==> src/rtl/vga_pixel_feeder_pkg.sv <==
// Shared types and default build constants for the VGA pixel feeder.
package vga_feeder_pkg;

    localparam int PIXEL_W         = 16;
    localparam int DEF_FRAME_WORDS = 1024 * 768;
    localparam int DEF_BURST_LEN   = 16;
    localparam int DEF_FIFO_DEPTH  = 64;
    localparam int DEF_ADDR_W      = 22;

    typedef logic [PIXEL_W-1:0] pixel_t;

    typedef enum logic [2:0] {
        IDLE_WAIT,
        CHECK,
        REQ,
        RECV,
        DRAIN,
        DONE
    } feed_state_e;

endpackage

==> src/rtl/vga_pixel_feeder_sync_fifo.sv <==
// Single-clock FIFO with registered read word, occupancy count and synchronous flush.
module sync_fifo #(
    parameter int WIDTH = 16,
    parameter int DEPTH = 64
) (
    input  logic                     clk,
    input  logic                     rst,
    input  logic                     flush,
    input  logic                     push,
    input  logic [WIDTH-1:0]         push_data,
    input  logic                     pop,
    output logic [WIDTH-1:0]         dout,
    output logic [$clog2(DEPTH):0]   level,
    output logic                     empty
);

    localparam int AW = $clog2(DEPTH);
    localparam int LW = AW + 1;

    logic [WIDTH-1:0] mem [DEPTH];
    logic [AW-1:0]    wr_ptr;
    logic [AW-1:0]    rd_ptr;
    logic             full;
    logic             do_push;
    logic             do_pop;

    assign empty   = (level == '0);
    assign full    = (level == LW'(DEPTH));
    assign do_pop  = pop && !empty;
    // a pop in the same cycle frees the slot, so a push on full is still taken
    assign do_push = push && (!full || do_pop);

    always_ff @(posedge clk) begin
        if (do_push && !flush)
            mem[wr_ptr] <= push_data;
    end

    always_ff @(posedge clk) begin
        if (rst) begin
            wr_ptr <= '0;
            rd_ptr <= '0;
            level  <= '0;
            dout   <= '0;
        end else begin
            // read port sees pre-flush contents
            if (pop)
                dout <= do_pop ? mem[rd_ptr] : '0;
            if (flush) begin
                wr_ptr <= '0;
                rd_ptr <= '0;
                level  <= '0;
            end else begin
                if (do_push)
                    wr_ptr <= wr_ptr + AW'(1);
                if (do_pop)
                    rd_ptr <= rd_ptr + AW'(1);
                case ({do_push, do_pop})
                    2'b10:   level <= level + LW'(1);
                    2'b01:   level <= level - LW'(1);
                    default: level <= level;
                endcase
            end
        end
    end

endmodule

==> src/rtl/vga_pixel_feeder.sv <==
// Fetches one frame of RGB565 pixels in fixed bursts and serves vga_ctrl pixel requests.
module vga_pixel_feeder
    import vga_feeder_pkg::*;
#(
    parameter int                FRAME_WORDS = DEF_FRAME_WORDS,
    parameter int                BURST_LEN   = DEF_BURST_LEN,
    parameter int                FIFO_DEPTH  = DEF_FIFO_DEPTH,
    parameter int                ADDR_W      = DEF_ADDR_W,
    parameter logic [ADDR_W-1:0] BASE_ADDR   = '0
) (
    input  logic                        clk,
    input  logic                        rst,
    input  logic                        frame_sync_i,
    input  logic                        data_req_i,
    output pixel_t                      dout_o,
    output logic                        rd_req_o,
    output logic [ADDR_W-1:0]           rd_addr_o,
    input  logic                        rd_ack_i,
    input  logic                        rd_valid_i,
    input  pixel_t                      rd_data_i,
    output logic [$clog2(FIFO_DEPTH):0] fifo_level_o,
    output logic                        underflow_o
);

    localparam int LVL_W  = $clog2(FIFO_DEPTH) + 1;
    localparam int CNT_W  = $clog2(FRAME_WORDS + 1);
    localparam int BEAT_W = $clog2(BURST_LEN + 1);

    feed_state_e       state;
    feed_state_e       state_n;
    logic [ADDR_W-1:0] fetch_addr;
    logic [CNT_W-1:0]  fetched_cnt;
    logic [BEAT_W-1:0] beat_cnt;
    logic [LVL_W-1:0]  free_space;
    logic              fifo_empty;
    logic              last_beat;
    logic              in_burst;
    logic              push;

    assign free_space = LVL_W'(FIFO_DEPTH) - fifo_level_o;
    assign last_beat  = rd_valid_i && (beat_cnt == BEAT_W'(BURST_LEN - 1));
    assign in_burst   = (state == RECV) || (state == DRAIN);
    // beats racing a frame_sync belong to the aborted frame
    assign push       = rd_valid_i && (state == RECV) && !frame_sync_i;
    assign rd_req_o   = (state == REQ);
    assign rd_addr_o  = fetch_addr;

    always_comb begin
        state_n = state;
        if (frame_sync_i) begin
            case (state)
                REQ:         state_n = rd_ack_i ? DRAIN : CHECK;
                RECV, DRAIN: state_n = last_beat ? CHECK : DRAIN;
                default:     state_n = CHECK;
            endcase
        end else begin
            case (state)
                CHECK: begin
                    if (fetched_cnt == CNT_W'(FRAME_WORDS))
                        state_n = DONE;
                    else if (free_space >= LVL_W'(BURST_LEN))
                        state_n = REQ;
                end
                REQ:         if (rd_ack_i)  state_n = RECV;
                RECV, DRAIN: if (last_beat) state_n = CHECK;
                default:     state_n = state;
            endcase
        end
    end

    always_ff @(posedge clk) begin
        if (rst) begin
            state       <= IDLE_WAIT;
            fetch_addr  <= BASE_ADDR;
            fetched_cnt <= '0;
            beat_cnt    <= '0;
            underflow_o <= 1'b0;
        end else begin
            state <= state_n;
            if (frame_sync_i) begin
                fetch_addr  <= BASE_ADDR;
                fetched_cnt <= '0;
                underflow_o <= 1'b0;
            end else begin
                if (data_req_i && fifo_empty)
                    underflow_o <= 1'b1;
                if (state == RECV && last_beat) begin
                    fetch_addr  <= fetch_addr + ADDR_W'(BURST_LEN);
                    fetched_cnt <= fetched_cnt + CNT_W'(BURST_LEN);
                end
            end
            if (state == REQ && rd_ack_i)
                beat_cnt <= '0;
            else if (in_burst && rd_valid_i)
                beat_cnt <= beat_cnt + BEAT_W'(1);
        end
    end

    sync_fifo #(
        .WIDTH (PIXEL_W),
        .DEPTH (FIFO_DEPTH)
    ) u_fifo (
        .clk       (clk),
        .rst       (rst),
        .flush     (frame_sync_i),
        .push      (push),
        .push_data (rd_data_i),
        .pop       (data_req_i),
        .dout      (dout_o),
        .level     (fifo_level_o),
        .empty     (fifo_empty)
    );

endmodule

==> config.mk <==
export PLATFORM = sky130hd
export DESIGN_NAME = vga_pixel_feeder
export DESIGN_NICKNAME = d
export VERILOG_FILES = /design/src/rtl/vga_pixel_feeder_pkg.sv /design/src/rtl/vga_pixel_feeder_sync_fifo.sv /design/src/rtl/vga_pixel_feeder.sv
export SDC_FILE = /design/constraint.sdc
export NUM_CORES = 1
export LEC_CHECK = 0
export ABC_AREA = 1
export CORE_MARGIN = 4
export CORE_UTILIZATION = 25
export CTS_CLUSTER_DIAMETER = 100
export CTS_CLUSTER_SIZE = 40
export DETAILED_ROUTE_END_ITERATION = 16
export DONT_BUFFER_PORTS = 1
export SLEW_MARGIN = 20
export SYNTH_ARGS = -nofsm -noshare
export SYNTH_HDL_FRONTEND = slang
export SYNTH_SLANG_ARGS = --single-unit
==> constraint.sdc <==
create_clock -name clk -period 3.1 [get_ports clk]
set_input_delay 0.93 -clock clk [delete_from_list [all_inputs] [get_ports clk]]
set_output_delay 0.93 -clock clk [all_outputs]
set_load 0.005 [all_outputs]
==> metrics.csv <==
metric,value,unit
Post-synth ARST share,0,
Synth top cells by count,"nand2_1, edfxtp_1, nand3_1",
First-pass DRT Iterations,6,
"EDFF count, synth",1024,
routability cong.,0.860,
total gr overflow,0,
CTS tree,done,
Worst Hold Class,in2reg,
Critical Path RT,3.68,ns
Static Leak,0.0169,uW
largest net degree at the start of global routing,135,
GRT Overall Usage,0.127,
type of origin of the critical path,flip-flop,
post-synthesis sequential area ratio,0.714,
final hold viol count,0,
I/O Buffers,0,
worst vdd ir,407,uV
crit path DAT,3.31,ns
Synth Flop Type,edfxtp_1,
"FF+latch count, synth",1108,
"Clk Latency, worst-skew pair",0.70,ns
Util after Layout,0.275,
Row Count,156,
crit path time final,2.72,ns
post-cts sizing count,0,
Max Clk Rate,367,MHz
top-count cell post-synth,nand2_1,
largest cells by area after synthesis,"edfxtp_1, nand2_1, nand3_1",
Worst Max-Slew Pin Slew,0.709,ns
core area,181000,um2
hold buffer count at cts,0,
CP Capture Type,flip-flop,
first-pass GRT wire length,182000,um
drc violations,0,
"Reg clk slew, reported paths",0.12,ns
Layout fillers,18600,
CTS H-tree depth,2,
worst setup slack for register-to-register paths,0.38,ns
Layout area overhead,9.35,%
setup violators final,0,
Final Instance Area,49700,um2
HPWL Detailed,71800,um
CTS root buf,clkbuf_16,
count of cell types in the netlist,42,
clk sinks,1108,
fin nets,3982,
status,finished clean,
layout cells sized above 1,0.0569,
initial antenna violation count,1,
die area,189000,um2
Setup TNS,0,ns
postcts setup bufs,0,
Top-Level Pins,69,
n_diodes,0,
max_slew headroom,0.528,
clock skew,0.0590,ns
maxcap violations,0,
routed vias,29300,
Via density,4.62,
pwr dens,571,nW/um2
Synth Instances,4017,
CP Class,reg2reg,
worst-path maximum fanout,4,
Die Height,434,um
drt total wl,123000,um
Post-Syn Area per Cell,11.3,um2
share of the synthesized area in the top cell type,0.677,
crit share post-route,0.879,
cts bufs inserted,39,
Initial Utilization,0.251,
largest area contributor in the netlist,edfxtp_1,
unrepaired setup endpoints after global routing,no,
initial DRC count,3623,
Max Slew Vio Count,0,
die width,434,um
YS warnings,0,
post-route ant nets,0,
post-DR wirelength/cell,19.4,um
Area after DPL,48300,um2
vias in the first global route,27700,
Max clock buf depth,3,
mapped cell area,45500,um2
==> registers in the layout, summed over array words and instances, names as in the netlist, named ones only <==
register / cells
u_fifo.wr_ptr: 6
underflow_o: 1
fetched_cnt: 16
u_fifo.rd_ptr: 6
beat_cnt: 5
u_fifo.level: 7
u_fifo.dout: 16
state: 3
rd_addr_o: 18
u_fifo.mem: 1024
==> critical path, stage by stage (launching register included) <==
cell and delay (ns):
dfxtp_1 0.38, nor2_1 0.11, nand3_1 0.11, nor2_1 0.15
nand2_1 0.08, nor2_2 0.15, nor2_4 0.05, nand2_1 0.07
inv_1 0.08, ha_1 0.34, a21oi_1 0.18, o21ai_0 0.14
a21oi_1 0.17, o21bai_1 0.09, or2_2 0.29, a21oi_1 0.17
nor2_1 0.06
==> worst paths after layout <==
| check | start | end | cells after the start |
|---|---|---|---|
| worst max-delay path | u_fifo.level[2]$_SDFFE_PP0P_ | u_fifo.level[6]$_SDFFE_PP0P_ | 16 |
| worst max register to register | u_fifo.level[2]$_SDFFE_PP0P_ | u_fifo.level[6]$_SDFFE_PP0P_ | 16 |
| worst min-delay path | rst | state[0]$_SDFFE_PP0P_ | 1 |
| worst min register to register | u_fifo.rd_ptr[2]$_SDFFE_PP0N_ | flip-flop | 2 |
==> cells in the final DEF, fill, tap and decap left out, types with 5 or more instances in the layout <==
cell type	instances
buf_4	102
nor3_2	5
nor3_1	8
xor2_1	6
nand3_1	895
o21ai_0	34
ha_1	12
inv_1	75
edfxtp_1	1024
nor2_1	106
a21oi_1	67
dfxtp_1	80
inv_16	6
buf_12	21
clkbuf_16	42
nand2_1	1399
o21ai_1	9
nand4_1	7
inv_2	5
clkbuf_1	6
==> cell families (layout without fill, tap and decap cells) <==
kind of cell | count (synthesis) | count (layout) | share of synthesized area
xor gates and xnor gates | 7 | 7 | 0.00135
and+or+nand+nor | 2446 | 2446 | 0.230
DFF | 1108 | 1108 | 0.714
other | 1 | 4 | 0.0000825
buffers and inverters | 323 | 278 | 0.0371
adders and majority gates | 13 | 13 | 0.00374
AOI/OAI and AO/OA | 119 | 119 | 0.0138
==> final cells by class <==
cell class	count	area, um2	share of cell area
well taps	2370	2970	0.0597
flip-flops and latches	1108	32400	0.653
clock inverters	20	309	0.00622
clock buffers	49	1090	0.0219
inverters	86	354	0.00712
repair buffers	123	1190	0.0239
multi-input cells	2589	11400	0.228
==> metal layers <==
metal | share of wire | vias to the layer above | wire length, um | track usage
li1 | - | 13800 | - | -
met1 | 0.42 | 14400 | 51300 | 0.171
met2 | 0.48 | 1067 | 59100 | 0.212
met3 | 0.073 | 141 | 8970 | 0.0196
met4 | 0.032 | 0 | 3990 | 0.0395
met5 | 0 | - | 0 | 0
==> power by group <==
part	internal, uW	switching [uW]	total [uW]	leakage, uW
logic	1210	3070	4280	0.00638
registers	16400	168	16500	0.00988
clock network	2750	4800	7550	0.000671
==> per-stage QoR <==
step,power [uW],hold slack [ns],cells,worst slack (ns)
finish,28400,0.320,6345,0.375
global placement,21100,0.458,6276,0.137
CTS,28600,0.268,6345,0.412
floorplan,19800,0.436,4020,0.0698
global route,29500,0.281,6345,0.121
detailed placement,21200,0.479,6276,0.274
Power figures use the tool's default switching activity.
